--- src/rtl/mem_1r1w_arb_pkg.sv ---
// Shared definitions for the 1R1W memory arbiter.
// Default geometry, FSM states and the round-robin pick function.
package mem_1r1w_arb_pkg;

  localparam int DEF_DEPTH  = 32;
  localparam int DEF_WIDTH  = 64;
  localparam int DEF_ADDR_W = 5;
  localparam int DEF_NREQ   = 2;
  localparam int DEF_ID_W   = 1;

  // Widest requester count the pick function handles.
  localparam int MAX_REQ = 16;
  localparam int PTR_W   = 4;

  typedef enum logic {
    INIT,
    RUN
  } state_e;

  // One-hot grant: first valid index at or after ptr, modulo n.
  function automatic logic [MAX_REQ-1:0] rr_pick(
    input logic [MAX_REQ-1:0] valid,
    input logic [PTR_W-1:0]   ptr,
    input logic [PTR_W:0]     n
  );
    logic [MAX_REQ-1:0] g;
    logic [PTR_W:0]     idx;
    logic               found;
    g     = '0;
    found = 1'b0;
    for (int k = 0; k < MAX_REQ; k++) begin
      idx = {1'b0, ptr} + (PTR_W+1)'(k);
      if (idx >= n) idx = idx - n;
      if (((PTR_W+1)'(k) < n) && !found
          && valid[idx[PTR_W-1:0]]) begin
        g[idx[PTR_W-1:0]] = 1'b1;
        found             = 1'b1;
      end
    end
    return g;
  endfunction

endpackage

--- src/rtl/rr_arbiter.sv ---
// Round-robin arbiter for one memory port.
// Grant is combinational from valid and ptr; next_ptr follows the grant.
module rr_arbiter
  import mem_1r1w_arb_pkg::*;
#(
  parameter int NREQ = DEF_NREQ,
  parameter int ID_W = DEF_ID_W
) (
  input  logic [NREQ-1:0] valid_i,
  input  logic [ID_W-1:0] ptr_i,
  output logic [NREQ-1:0] grant_o,
  output logic [ID_W-1:0] gnt_id_o,
  output logic            any_o,
  output logic [ID_W-1:0] next_ptr_o
);

  logic [MAX_REQ-1:0] pick;
  logic [PTR_W:0]     id;
  logic [PTR_W:0]     nxt;

  assign pick = rr_pick(MAX_REQ'(valid_i),
                        PTR_W'(ptr_i),
                        (PTR_W+1)'(NREQ));

  // Encode the one-hot pick into an index.
  always_comb begin
    id = '0;
    for (int i = 0; i < MAX_REQ; i++) begin
      if (pick[i]) id = (PTR_W+1)'(i);
    end
  end

  assign any_o    = |pick;
  assign grant_o  = NREQ'(pick);
  assign gnt_id_o = ID_W'(id);

  assign nxt = (id == (PTR_W+1)'(NREQ-1))
             ? '0 : id + 1'b1;

  assign next_ptr_o = any_o ? ID_W'(nxt) : ptr_i;

endmodule

--- src/rtl/mem_1r1w_arbiter.sv ---
// Shares one 1R1W SRAM between NREQ readers and NREQ writers.
// Optional zero-fill after reset: define MEM_ARB_INIT_EN.
module mem_1r1w_arbiter
  import mem_1r1w_arb_pkg::*;
#(
  parameter int DEPTH  = DEF_DEPTH,
  parameter int WIDTH  = DEF_WIDTH,
  parameter int ADDR_W = DEF_ADDR_W,
  parameter int NREQ   = DEF_NREQ,
  parameter int ID_W   = DEF_ID_W
) (
  input  logic                   clock,
  input  logic                   reset,
  input  logic [NREQ-1:0]        rd_req_valid,
  output logic [NREQ-1:0]        rd_req_ready,
  input  logic [NREQ*ADDR_W-1:0] rd_req_addr,
  input  logic [NREQ-1:0]        wr_req_valid,
  output logic [NREQ-1:0]        wr_req_ready,
  input  logic [NREQ*ADDR_W-1:0] wr_req_addr,
  input  logic [NREQ*WIDTH-1:0]  wr_req_data,
  output logic                   rd_resp_valid,
  output logic [ID_W-1:0]        rd_resp_id,
  output logic [WIDTH-1:0]       rd_resp_data,
  output logic                   init_done,
  output logic [ADDR_W-1:0]      mem_R0_addr,
  output logic                   mem_R0_en,
  input  logic [WIDTH-1:0]       mem_R0_data,
  output logic [ADDR_W-1:0]      mem_W0_addr,
  output logic                   mem_W0_en,
  output logic [WIDTH-1:0]       mem_W0_data
);

  if (DEPTH > (1 << ADDR_W)) begin : g_bad_cfg
    $error("DEPTH exceeds address range");
  end

  state_e              state_q;
  logic                run;
  logic                init_wr;
  logic [ADDR_W-1:0]   init_addr;

  logic [NREQ-1:0]     rd_gnt;
  logic [NREQ-1:0]     wr_gnt;
  logic                rd_any;
  logic                wr_any;
  logic [ID_W-1:0]     rd_id;
  logic [ID_W-1:0]     wr_id;
  logic [ID_W-1:0]     rd_ptr_q;
  logic [ID_W-1:0]     rd_ptr_d;
  logic [ID_W-1:0]     wr_ptr_q;
  logic [ID_W-1:0]     wr_ptr_d;

  logic [ADDR_W-1:0]   rd_addr;
  logic [ADDR_W-1:0]   wr_addr;
  logic [WIDTH-1:0]    wr_data;
  logic                collide;

  logic                resp_valid_q;
  logic [ID_W-1:0]     resp_id_q;
  logic                coll_q;
  logic [WIDTH-1:0]    byp_q;

`ifdef MEM_ARB_INIT_EN
  logic [ADDR_W-1:0]   cnt_q;

  // Zero-fill sweep, one address per cycle, then RUN forever.
  always_ff @(posedge clock or posedge reset) begin
    if (reset) begin
      state_q <= INIT;
      cnt_q   <= '0;
    end else begin
      case (state_q)
        INIT: begin
          cnt_q <= cnt_q + 1'b1;
          if (cnt_q == ADDR_W'(DEPTH-1)) state_q <= RUN;
        end
        default: ;
      endcase
    end
  end

  assign init_wr   = (state_q == INIT) & ~reset;
  assign init_addr = cnt_q;
`else
  assign state_q   = RUN;
  assign init_wr   = 1'b0;
  assign init_addr = '0;
`endif

  assign run       = (state_q == RUN) & ~reset;
  assign init_done = run;

  rr_arbiter #(
    .NREQ (NREQ),
    .ID_W (ID_W)
  ) u_rd_arb (
    .valid_i    (rd_req_valid & {NREQ{run}}),
    .ptr_i      (rd_ptr_q),
    .grant_o    (rd_gnt),
    .gnt_id_o   (rd_id),
    .any_o      (rd_any),
    .next_ptr_o (rd_ptr_d)
  );

  rr_arbiter #(
    .NREQ (NREQ),
    .ID_W (ID_W)
  ) u_wr_arb (
    .valid_i    (wr_req_valid & {NREQ{run}}),
    .ptr_i      (wr_ptr_q),
    .grant_o    (wr_gnt),
    .gnt_id_o   (wr_id),
    .any_o      (wr_any),
    .next_ptr_o (wr_ptr_d)
  );

  // Route the granted requester's fields to the memory ports.
  always_comb begin
    rd_addr = '0;
    wr_addr = '0;
    wr_data = '0;
    for (int i = 0; i < NREQ; i++) begin
      if (rd_any && rd_id == ID_W'(i))
        rd_addr = rd_req_addr[i*ADDR_W +: ADDR_W];
      if (wr_any && wr_id == ID_W'(i)) begin
        wr_addr = wr_req_addr[i*ADDR_W +: ADDR_W];
        wr_data = wr_req_data[i*WIDTH +: WIDTH];
      end
    end
  end

  assign collide = rd_any & wr_any & (rd_addr == wr_addr);

  // Round-robin pointers advance past each grant.
  always_ff @(posedge clock or posedge reset) begin
    if (reset) begin
      rd_ptr_q <= '0;
      wr_ptr_q <= '0;
    end else begin
      rd_ptr_q <= rd_ptr_d;
      wr_ptr_q <= wr_ptr_d;
    end
  end

  // Track the in-flight read and capture write data on collision.
  always_ff @(posedge clock or posedge reset) begin
    if (reset) begin
      resp_valid_q <= 1'b0;
      resp_id_q    <= '0;
      coll_q       <= 1'b0;
      byp_q        <= '0;
    end else begin
      resp_valid_q <= rd_any;
      coll_q       <= collide;
      if (rd_any) resp_id_q <= rd_id;
      if (collide) byp_q <= wr_data;
    end
  end

  assign rd_req_ready = rd_gnt;
  assign wr_req_ready = wr_gnt;

  assign mem_R0_en   = rd_any;
  assign mem_R0_addr = rd_addr;

  assign mem_W0_en   = wr_any | init_wr;
  assign mem_W0_addr = init_wr ? init_addr : wr_addr;
  assign mem_W0_data = init_wr ? '0 : wr_data;

  assign rd_resp_valid = resp_valid_q;
  assign rd_resp_id    = resp_id_q;
  assign rd_resp_data  = !resp_valid_q ? '0
                       : coll_q ? byp_q : mem_R0_data;

endmodule

--- config.mk ---
export PLATFORM = sky130hd
export DESIGN_NAME = mem_1r1w_arbiter
export DESIGN_NICKNAME = d
export VERILOG_FILES = /design/src/rtl/mem_1r1w_arb_pkg.sv /design/src/rtl/rr_arbiter.sv /design/src/rtl/mem_1r1w_arbiter.sv
export SDC_FILE = /design/constraint.sdc
export NUM_CORES = 1
export LEC_CHECK = 0
export CAP_MARGIN = 10
export CORE_AREA = 4 4 142 144
export DETAILED_ROUTE_END_ITERATION = 12
export DIE_AREA = 0 0 146 148
export GPL_ROUTABILITY_DRIVEN = 0
export PLACE_DENSITY_LB_ADDON = 0.15
export SETUP_SLACK_MARGIN = 0.1
export SYNTH_ARGS = -nofsm -noshare
export SYNTH_HDL_FRONTEND = slang
export SYNTH_SLANG_ARGS = --single-unit
export TNS_END_PERCENT = 100
--- constraint.sdc ---
create_clock -name clock -period 11.1 [get_ports clock]
set_input_delay 1.11 -clock clock [delete_from_list [all_inputs] [get_ports clock]]
set_output_delay 1.11 -clock clock [all_outputs]
set_load 0.005 [all_outputs]
==> out/qor.log <==
qor: power_and_ir_drop.leakagePower 3.63 nW
qor: clocking.cts-htree-levels 3
qor: placed_design.place.detailed.hpwl 15100 µm
qor: power_and_ir_drop.combPwrFrac 35.8%
qor: layout.utilization 47.4%
qor: critical_path.critical_path.max_stage_delay 1.01 ns
qor: layout.multiInputGateArea 2870 µm²
qor: critical_path.startpoint_type input pin
qor: layout.final_nets 984
qor: hold_path.hold_path.startpoint byp_q[35]$_DFFE_PP0P_
qor: floorplan.die_width 146 µm
qor: grt.grt_use_total 17.3%
qor: clocking.worst_skew_pair_latency 0.33 ns
qor: clocking.post-cts-setup-buffer-count 0
qor: timing.finalCritPeriodShare 51.5%
qor: logic_synthesis.synth_top_family_by_area multiplexers
qor: layout.regArea 1730 µm²
qor: critical_path.worst_path_dominant_cell_family buffers and inverters
qor: timing.post-route-worst-setup-slack 5.38 ns
qor: critical_path.critical_path.endpoint_type primary output
qor: timing.fin_skew 0.00570 ns
qor: timing.rsz0062_at_grt no
qor: timing.setup_violations 0
qor: layout.share_of_post_route_cells_with_drive_strength_above_1 11.7%
qor: critical_path.crit_path_cell_trace clkdlybuf4s50_1, clkinv_2, and2_2, buf_4, a22o_1, clkdlybuf4s50_1
qor: power_and_ir_drop.p_int 0.730 mW
qor: placed_design.place.port_buffers 364
qor: logic_synthesis.synth_seq_area_share 35.9%
qor: clocking.cts_hold_buf 0
qor: clocking.postCtsResizedCells 0
qor: hold_path.worst_hold_path_type reg -> reg
qor: logic_synthesis.synthesized_net_count 644
qor: route.drt-vias-per-instance 4.72
qor: logic_synthesis.synth_seq_cells 69
qor: placed_design.detailedPlace.worstSlack 5.34 ns
qor: power_and_ir_drop.worst_ir_drop_vdd 0.0000642 V
qor: critical_path.critical_path.reg2reg.endpoint byp_q[56]$_DFFE_PP0P_
qor: floorplan.design.core.area 18700 µm²
qor: floorplan.row_count 50
qor: power_and_ir_drop.power_frac_clock 26.7%
qor: logic_synthesis.syn_inst 426
qor: clocking.clock_tree_from_tritoncts yes
qor: grt.grt_start_max_net_pins 66
qor: grt.vias_in_the_first_global_route 5104
qor: grt.antenna_found_initial 0
qor: layout.layout.cells.most_common_list sky130_fd_sc_hd__clkdlybuf4s50_1, sky130_fd_sc_hd__dfrtp_1, sky130_fd_sc_hd__nor2b_1, sky130_fd_sc_hd__a22o_1, sky130_fd_sc_hd__mux2i_1
qor: grt.total_overflow_reported_by_the_global_router 0
qor: route.wl_per_cell 19.4 µm
qor: floorplan.dieArea 21600 µm²
qor: timing.slew-limit-headroom 33.3%
qor: logic_synthesis.synth-warning-count 0
qor: route.detailroute.via_count 4740
qor: logic_synthesis.synth_compound_area_share 15.2%
qor: timing.max_clock_freq 175 MHz
qor: power_and_ir_drop.power.switching 0.254 mW
qor: timing.period_minus_slack 5.72 ns
qor: clocking.clock-sinks 69
qor: timing.fin_setup_tns 0 ns
qor: hold_path.hold_depth 1
qor: clocking.tritoncts.num_buffers 9
qor: critical_path.crit_type in -> out
qor: power_and_ir_drop.powerDensity 111 nW/µm²
qor: route.postRouteAntennaNets 0
qor: route.drc_errors 0
qor: critical_path.cell_count_of_the_worst_reg_to_reg_path 7
qor: layout.final.fill_count 1720
qor: hold_path.min_to byp_q[35]$_DFFE_PP0P_
qor: critical_path.worst-r2r-setup-slack 7.95 ns
qor: run.drv_cap 0
qor: critical_path.timing.critical_path.required 9.99 ns
qor: timing.report.final.hold_viol_count 0
qor: floorplan.initial_core_util 25.7%
qor: layout.antenna-diode-count 0
qor: route.routed_wire_length 19500 µm
qor: route.drt_iter0_markers 130
qor: floorplan.dieHeight 148 µm
qor: critical_path.worst_path_most_repeated_cell sky130_fd_sc_hd__clkdlybuf4s50_1
qor: logic_synthesis.postSynthAreaPerCell 11.3 µm²
qor: critical_path.critPathArrivalTime 4.61 ns
qor: route.drt_pass1_iterations 5
qor: critical_path.worstPathMaxFanout 35
qor: clocking.cts_root_buf sky130_fd_sc_hd__clkbuf_16
qor: floorplan.design.portCount 365
qor: run_status.outcome complete, no violations
qor: timing.worst-slew-pin-transition 1.00 ns
qor: critical_path.crit_path_top_delay_cell sky130_fd_sc_hd__clkdlybuf4s50_1
qor: timing.timing_max_transition_violations_final 0
qor: grt.grt_pass1_wl 29500 µm
qor: power_and_ir_drop.sw_frac_of_total 25.8%
qor: logic_synthesis.synth.lib_cells_used.distinct 31
qor: clocking.cts.clk_slew.worst_paths 0.05 ns
qor: logic_synthesis.synth_xor_area_share 0.182%
qor: logic_synthesis.synth_area 4810 µm²
qor: logic_synthesis.synth.mux.area_fraction 32.2%
qor: power_and_ir_drop.seq_power_share 37.5%
qor: logic_synthesis.synth-adder-area-share 0%
qor: layout.layout.cells.most_common sky130_fd_sc_hd__clkdlybuf4s50_1
qor: critical_path.r2r-start rd_ptr_q$_DFFE_PP0N_
qor: clocking.clock_path_buffers 2
qor: critical_path.worst-path-buf-inv 4
qor: layout.syn2layout_area_growth 84.4%
qor: logic_synthesis.simple_logic_cell_fraction_of_the_synthesized_area 12.1%
==> area by class of cell <==
type,count,area share (%)
clock inverter,1,0.0565
multi-input combinational,314,32.4
timing repair buffer,369,41.5
sequential,69,19.5
tap,234,3.30
inverter,3,0.141
clock buffer,15,3.02
==> state kept, by name, indices dropped and copies added (netlist names) <==
signal / count
wr_ptr_q: 1
rd_resp_valid: 1
rd_resp_id: 1
byp_q: 64
coll_q: 1
rd_ptr_q: 1
==> metrics by stage <==
stage / hold slack [ns] / std cells / total power [mW] / area (µm²)
floorplan: 0.479 / 426 / 0.532 / 4810
global placement: 0.491 / 989 / 0.728 / 8590
detailed placement: 0.495 / 989 / 0.730 / 8590
CTS: 0.507 / 1005 / 1.00 / 8860
global route: 0.511 / 1005 / 1.04 / 8860
finish: 0.502 / 1005 / 0.984 / 8860
==> routing by layer <==
metal | up-vias | track usage (%) | share of wire [%]
li1 | 2252 | - | -
met1 | 2241 | 19.2 | 39
met2 | 224 | 31.9 | 52
met3 | 23 | 5.06 | 7.0
met4 | 0 | 5.36 | 1.7
met5 | - | 0 | 0
==> worst max path at each step <==
stage	from	endpoint	slack [ns]	cells after the start
final	reset	mem_W0_data[33]	5.38	6
after global routing	reset	mem_W0_data[59]	5.02	6
after CTS	reset	mem_W0_data[33]	5.32	6
after detailed placement	reset	mem_W0_data[33]	5.34	6
after global placement	reset	mem_W0_data[33]	5.45	6
after floorplan	reset	mem_W0_data[16]	5.68	8
==> synth_stat cells, drive strengths merged <==
cell type | instances | area share [%]
a22o | 64 | 12
clkbuf | 25 | 2.0
a21bo | 1 | 0.21
or4 | 1 | 0.16
o32ai | 4 | 0.73
nor3 | 2 | 0.21
nand2 | 2 | 0.16
nor2b | 65 | 8.5
mux2i | 64 | 13
a31oi | 2 | 0.26
inv | 3 | 0.23
or3 | 2 | 0.26
nand2b | 10 | 1.3
a32oi | 6 | 1.1
and3 | 1 | 0.13
buf | 15 | 2.3
o21ai | 6 | 0.62
a21oi | 2 | 0.21
a21boi | 2 | 0.39
mux2 | 64 | 19
nand4b | 2 | 0.36
xor2 | 1 | 0.18
nor2 | 12 | 0.94
and2 | 1 | 0.13
dfrtp | 69 | 36
==> cells by family after synthesis <==
family | Yosys count
AND/OR/NAND/NOR | 98
buffers and inverters | 43
multiplexers | 128
AO/OA/AOI/OAI | 87
XOR/XNOR | 1
flip-flops | 69
==> power by group through the flow <==
stage	clock network (mW)	logic, mW	registers [mW]
3_5_place_dp	0	0.355	0.374
3_3_place_gp	0	0.354	0.375
4_1_cts	0.276	0.357	0.371
5_1_grt	0.286	0.378	0.380
6_report	0.263	0.352	0.369
2_1_floorplan	0	0.180	0.352
Power figures use the tool's default switching activity.
